--- src/rtl/breadboard_sweeper.sv ---
// breadboard_sweeper
// Walks a 4-input combinational breadboard through codes 0..15. For each code
// it waits SETTLE cycles and then offers the 10 breadboard outputs as one row.
// Rows go out in ascending code order.
//
// Handshake: a row transfers on a rising edge where row_valid & row_ready are
// both high. While row_valid is high, row_idx/row_data stay stable until that
// transfer. An abort in the same cycle cancels the transfer.
//
// Ports:
//   clk, rst_n      rising-edge clock, asynchronous active-low reset
//   start           request a sweep (only looked at in IDLE)
//   abort           cancel an active sweep, return to IDLE with no done pulse
//   w, x, y, z      breadboard inputs, {w,x,y,z} = current code
//   r_in[9:0]       breadboard outputs r0..r9
//   row_valid       captured row is on offer
//   row_ready       consumer accepts the row
//   row_idx[3:0]    code of the offered row
//   row_data[9:0]   captured r_in
//   busy            high while in WAIT or OFFER
//   done            one-cycle pulse after the last row is accepted
//   state_dbg[1:0]  current FSM state (IDLE=0, WAIT=1, OFFER=2, DONE=3)
//   sig[15:0]       row signature; exists only with BREADBOARD_SIGNATURE_EN
//
// Parameter SETTLE (1..15): cycles from applying a code to sampling r_in.
// Macro BREADBOARD_SIGNATURE_EN adds the sig port and its signature register.
module breadboard_sweeper #(
  parameter int SETTLE = 2
) (
  input  logic        clk,
  input  logic        rst_n,
  input  logic        start,
  input  logic        abort,
  output logic        w,
  output logic        x,
  output logic        y,
  output logic        z,
  input  logic [9:0]  r_in,
  output logic        row_valid,
  input  logic        row_ready,
  output logic [3:0]  row_idx,
  output logic [9:0]  row_data,
  output logic        busy,
  output logic        done,
  output logic [1:0]  state_dbg
`ifdef BREADBOARD_SIGNATURE_EN
  ,
  output logic [15:0] sig
`endif
);

  typedef enum logic [1:0] {
    S_IDLE  = 2'd0,
    S_WAIT  = 2'd1,
    S_OFFER = 2'd2,
    S_DONE  = 2'd3
  } state_t;

  localparam logic [3:0] SETTLE_LAST = 4'(SETTLE - 1);

  state_t      state_q, state_d;
  logic [3:0]  idx_q, idx_d;
  logic [3:0]  cnt_q, cnt_d;
  logic [3:0]  code_q, code_d;
  logic        valid_d;
  logic [3:0]  ridx_d;
  logic [9:0]  rdata_d;
  logic        busy_d;
  logic        done_d;
`ifdef BREADBOARD_SIGNATURE_EN
  logic [15:0] sig_q, sig_d;
`endif

  always_comb begin
    state_d = state_q;
    idx_d   = idx_q;
    cnt_d   = cnt_q;
    code_d  = code_q;
    valid_d = row_valid;
    ridx_d  = row_idx;
    rdata_d = row_data;
    done_d  = 1'b0;
`ifdef BREADBOARD_SIGNATURE_EN
    sig_d   = sig_q;
`endif
    case (state_q)
      S_IDLE: begin
        if (start && !abort) begin
          idx_d   = 4'd0;
          cnt_d   = 4'd0;
          code_d  = 4'd0;
          state_d = S_WAIT;
`ifdef BREADBOARD_SIGNATURE_EN
          sig_d   = 16'd0;
`endif
        end
      end
      S_WAIT: begin
        if (abort) begin
          valid_d = 1'b0;
          code_d  = 4'd0;
          state_d = S_IDLE;
        end else if (cnt_q == SETTLE_LAST) begin
          rdata_d = r_in;
          ridx_d  = idx_q;
          valid_d = 1'b1;
          state_d = S_OFFER;
        end else begin
          cnt_d = cnt_q + 4'd1;
        end
      end
      S_OFFER: begin
        // abort takes priority: the row on offer is dropped, not accepted
        if (abort) begin
          valid_d = 1'b0;
          code_d  = 4'd0;
          state_d = S_IDLE;
        end else if (row_ready) begin
          valid_d = 1'b0;
`ifdef BREADBOARD_SIGNATURE_EN
          sig_d   = {sig_q[14:0], sig_q[15]} ^ {6'b0, row_data};
`endif
          if (idx_q == 4'd15) begin
            // done is registered, so it is high during the DONE cycle
            code_d  = 4'd0;
            done_d  = 1'b1;
            state_d = S_DONE;
          end else begin
            idx_d   = idx_q + 4'd1;
            code_d  = idx_q + 4'd1;
            cnt_d   = 4'd0;
            state_d = S_WAIT;
          end
        end
      end
      S_DONE: begin
        state_d = S_IDLE;
      end
      default: begin
        state_d = S_IDLE;
      end
    endcase
    busy_d = (state_d == S_WAIT) || (state_d == S_OFFER);
  end

  always_ff @(posedge clk or negedge rst_n) begin
    if (!rst_n) begin
      state_q   <= S_IDLE;
      idx_q     <= 4'd0;
      cnt_q     <= 4'd0;
      code_q    <= 4'd0;
      row_valid <= 1'b0;
      row_idx   <= 4'd0;
      row_data  <= 10'd0;
      busy      <= 1'b0;
      done      <= 1'b0;
`ifdef BREADBOARD_SIGNATURE_EN
      sig_q     <= 16'd0;
`endif
    end else begin
      state_q   <= state_d;
      idx_q     <= idx_d;
      cnt_q     <= cnt_d;
      code_q    <= code_d;
      row_valid <= valid_d;
      row_idx   <= ridx_d;
      row_data  <= rdata_d;
      busy      <= busy_d;
      done      <= done_d;
`ifdef BREADBOARD_SIGNATURE_EN
      sig_q     <= sig_d;
`endif
    end
  end

  assign w = code_q[3];
  assign x = code_q[2];
  assign y = code_q[1];
  assign z = code_q[0];
  assign state_dbg = state_q;
`ifdef BREADBOARD_SIGNATURE_EN
  assign sig = sig_q;
`endif

endmodule

--- config.mk ---
export PLATFORM = sky130hd
export DESIGN_NAME = breadboard_sweeper
export DESIGN_NICKNAME = d
export VERILOG_FILES = /design/src/rtl/breadboard_sweeper.sv
export SDC_FILE = /design/constraint.sdc
export NUM_CORES = 1
export LEC_CHECK = 0
export BUFFER_PORTS_ARGS = -buffer_cell sky130_fd_sc_hd__buf_2
export CORE_MARGIN = 1
export CORE_UTILIZATION = 50
export CTS_CLUSTER_DIAMETER = 150
export DETAILED_ROUTE_END_ITERATION = 8
export PLACE_DENSITY = 0.86
export SLEW_MARGIN = 20
export SYNTH_ARGS = -nofsm -noshare
export SYNTH_HDL_FRONTEND = slang
export SYNTH_SLANG_ARGS = --single-unit
--- constraint.sdc ---
create_clock -name clk -period 2.31 [get_ports clk]
set_input_delay 0.1155 -clock clk [delete_from_list [all_inputs] [get_ports clk]]
set_output_delay 0.1155 -clock clk [all_outputs]
set_load 0.01 [all_outputs]
==> results_dict.tcl <==
set metrics [dict create \
    status "finished, final reports clean" \
    slew_viol_final 0 \
    grt_pass1_vias 1109 \
    min_period_over_period_pct 90.9 \
    pwr-share-clk_pct 25.9 \
    postCtsSetupBuffers 0 \
    vias_per_cell 5.45 \
    skew_ns 0.0157 \
    ys.flop_type "dfrtp_1" \
    critPathMaxStageDelay_ns 0.47 \
    final_common_cell "buf_2" \
    route.antenna.remaining_nets 0 \
    top_usage_layer "met2" \
    vias 1085 \
    p_int_uw 1200 \
    worst-path-max-fanout 16 \
    use_met3_pct 6.98 \
    crit_slowest_cell "nand2b_1" \
    final_cell_mix "buf_2 (37), dfrtp_1 (31), mux2_2 (11), o21ai_0 (11), dlygate4sd3_1 (8)" \
    syn_avg_cell_area_um2 12.0 \
    cts_buffers 5 \
    synth_area_mm2 0.00146 \
    cts_root_buffer "clkbuf_4" \
    drtIter0Drc 21 \
    layout.nets 185 \
    netSwitchingFraction_pct 31.1 \
    drive_above_1_share_pct 36.9 \
    num_io_pins 38 \
    vdd_drop_max_mv 0.853 \
    worst_slack_ns 0.210 \
    cp_cell_sequence "inv_1 -> ha_1 -> or3b_4 -> nand2b_1 -> mux2_1" \
    synth_area_leaders "dfrtp_1 (53%), mux2_2 (8.5%), o21ai_0 (3.8%)" \
    fmax_mhz 476 \
    synth-edff-count 0 \
    diodes 0 \
    met2_usage_pct 34.5 \
    seq_power_share_pct 44.9 \
    synth.distinct_cells 41 \
    relSlewSlack_pct 54.8 \
    wl_um 2750 \
    grt_first_pass_wirelength_um 4900 \
    p_leak_uw 0.000912 \
    critPathRequiredTime_ns 2.53 \
    clk_pin_slew_ns 0.11 \
    synth_top_area_share_pct 53.3 \
    dieArea_mm2 0.00313 \
    synthArstFlopShare_pct 100 \
    wl_per_cell_um 13.8 \
    pre_cts_ws_ns 0.241 \
    power.switching_uw 542 \
    start_util_pct 52.8 \
    syn_nets 139 \
    cts_tree "built" \
    overflow 0 \
    grt_max_degree 32 \
    chipWidth_um 56.0 \
    tns_ns 0 \
    use_met1_pct 24.4 \
    rows 19 \
    min_path_type "in -> reg" \
    synth_warnings 0 \
    power_density_mw_per_mm2 969 \
    criticalPathCategory "reg -> reg" \
    tightest_slew_ns 0.678 \
    antenna_found_initial 0 \
    clock_latency_ns 0.34 \
    synth_cells 121 \
    die_height_um 56.0 \
    clock_sinks 31 \
    end_kind "flop" \
    cp.arrival_ns 2.32 \
    drv_cap 0 \
    clock_path_buffers 2 \
    track_usage_pct 20.4 \
    drcViolationCount 0 \
    yosysTopAreaCell "dfrtp_1" \
    ys_seq_elements 31 \
    rsz0062_at_grt "false" \
    finalSetupViolations 0 \
    start_kind "flop" \
    area_delta_synth_final_pct 23.5 \
    hpwl_um 1890 \
    fin_crit_ns 2.10 \
    yosysSeqAreaShare_pct 53.3 \
    drt-pass1-iter-count 4 \
    gp_congestion 0.825 \
    coreArea_mm2 0.00276 \
    port_buffers 37 \
    h-tree-depth 2 \
    hold_viol_final 0 \
    combPwrFrac_pct 29.3 \
]
per-stage QoR:
stage | instances | util [%] | area, µm² | total power [µW] | hold slack [ns]
after floorplan | 121 | - | 1460 | 1120 | -0.180
after global placement | 183 | 59.2 | 1630 | 1260 | 0.172
after detailed placement | 183 | 59.2 | 1630 | 1300 | 0.185
after CTS | 198 | 64.9 | 1790 | 1760 | 0.000433
after global routing | 199 | 65.2 | 1800 | 1860 | 0.000276
final | 199 | 65.2 | 1800 | 1740 | 0.00978
path summary, 6_finish.rpt:
path / start / endpoint / slack, ns / cells past startpoint
max: cnt_q[1]$_DFFE_PN0P_ / row_data[5]$_DFFE_PN0P_ / 0.21 / 5
min: r_in[4] / row_data[4]$_DFFE_PN0P_ / 0.01 / 2
max reg2reg: cnt_q[1]$_DFFE_PN0P_ / row_data[5]$_DFFE_PN0P_ / 0.21 / 5
min reg2reg: code_q[0]$_DFFE_PN0P_ / code_q[0]$_DFFE_PN0P_ / 0.50 / 1
max in group asynchronous: rst_n / row_data[6]$_DFFE_PN0P_ / 1.54 / 2
min in group asynchronous: rst_n / code_q[2]$_DFFE_PN0P_ / 0.33 / 2
flip-flops by register name, summed over array words and instances, names as in the netlist:
name	count
row_data	10
cnt_q	4
code_q	4
idx_q	4
row_idx	4
state_dbg	2
busy	1
done	1
row_valid	1
power groups by stage:
| stage | Clock (µW) | Sequential [µW] | Combinational [µW] |
|---|---|---|---|
| floorplan | 0 | 834 | 283 |
| global placement | 0 | 783 | 480 |
| detailed placement | 0 | 797 | 502 |
| CTS | 457 | 786 | 515 |
| global route | 486 | 806 | 567 |
| finish | 451 | 783 | 510 |
cell usage after synthesis (2+ instances only):
library cell   n
dfrtp_1       31
mux2_2        11
o21ai_0       11
nand2_1        6
inv_1          5
nand3_1        4
nor2_1         4
a21oi_1        3
a22o_1         3
buf_6          3
ha_1           3
mux2i_1        3
a31oi_1        2
buf_2          2
mux2_1         2
o21bai_1       2
o2bb2ai_1      2
critical path: cells and delay by family (launching register included):
family | cells | cell delay [ns]
buffers and inverters | 1 | 0.07
flip-flops | 1 | 0.43
adder cells (fa/ha/maj) | 1 | 0.14
multiplexers | 1 | 0.46
AND/OR/NAND/NOR | 2 | 0.88
final cells by class:
class | instances | area, µm²
Fill cell | 222 | 958
Sequential cell | 31 | 776
Multi-Input combinational cell | 79 | 614
Timing Repair Buffer | 45 | 265
Clock buffer | 6 | 51.3
Tap cell | 31 | 38.8
Clock inverter | 2 | 35.0
Inverter | 5 | 18.8
what timing repair did:
item / 4_1_cts / 5_1_grt
hold buffers: 7 / 1
endpoints found under the hold margin: 37 / 1
gates resized for setup: 0 / 0
cell families (layout without fill, tap and decap cells):
group           count (synthesis)  in the layout  share of synthesized area (%)
flops                          31             31                           53.3
simple gates                   30             30                           13.2
compound gates                 28             28                           13.1
mux                            16             16                           12.1
buf+inv                        11             58                           4.55
fa+ha+maj                       3              3                           2.58
xor+xnor                        2              2                           1.20
layer usage:
| metal | vias up | share of wire [%] |
|---|---|---|
| met3 | 6 | 5.1 |
| met4 | 0 | 1.5 |
| li1 | 534 | - |
| met2 | 31 | 50 |
| met1 | 514 | 43 |
| met5 | - | 0 |
No activity file was read; power rests on OpenSTA's default activity.
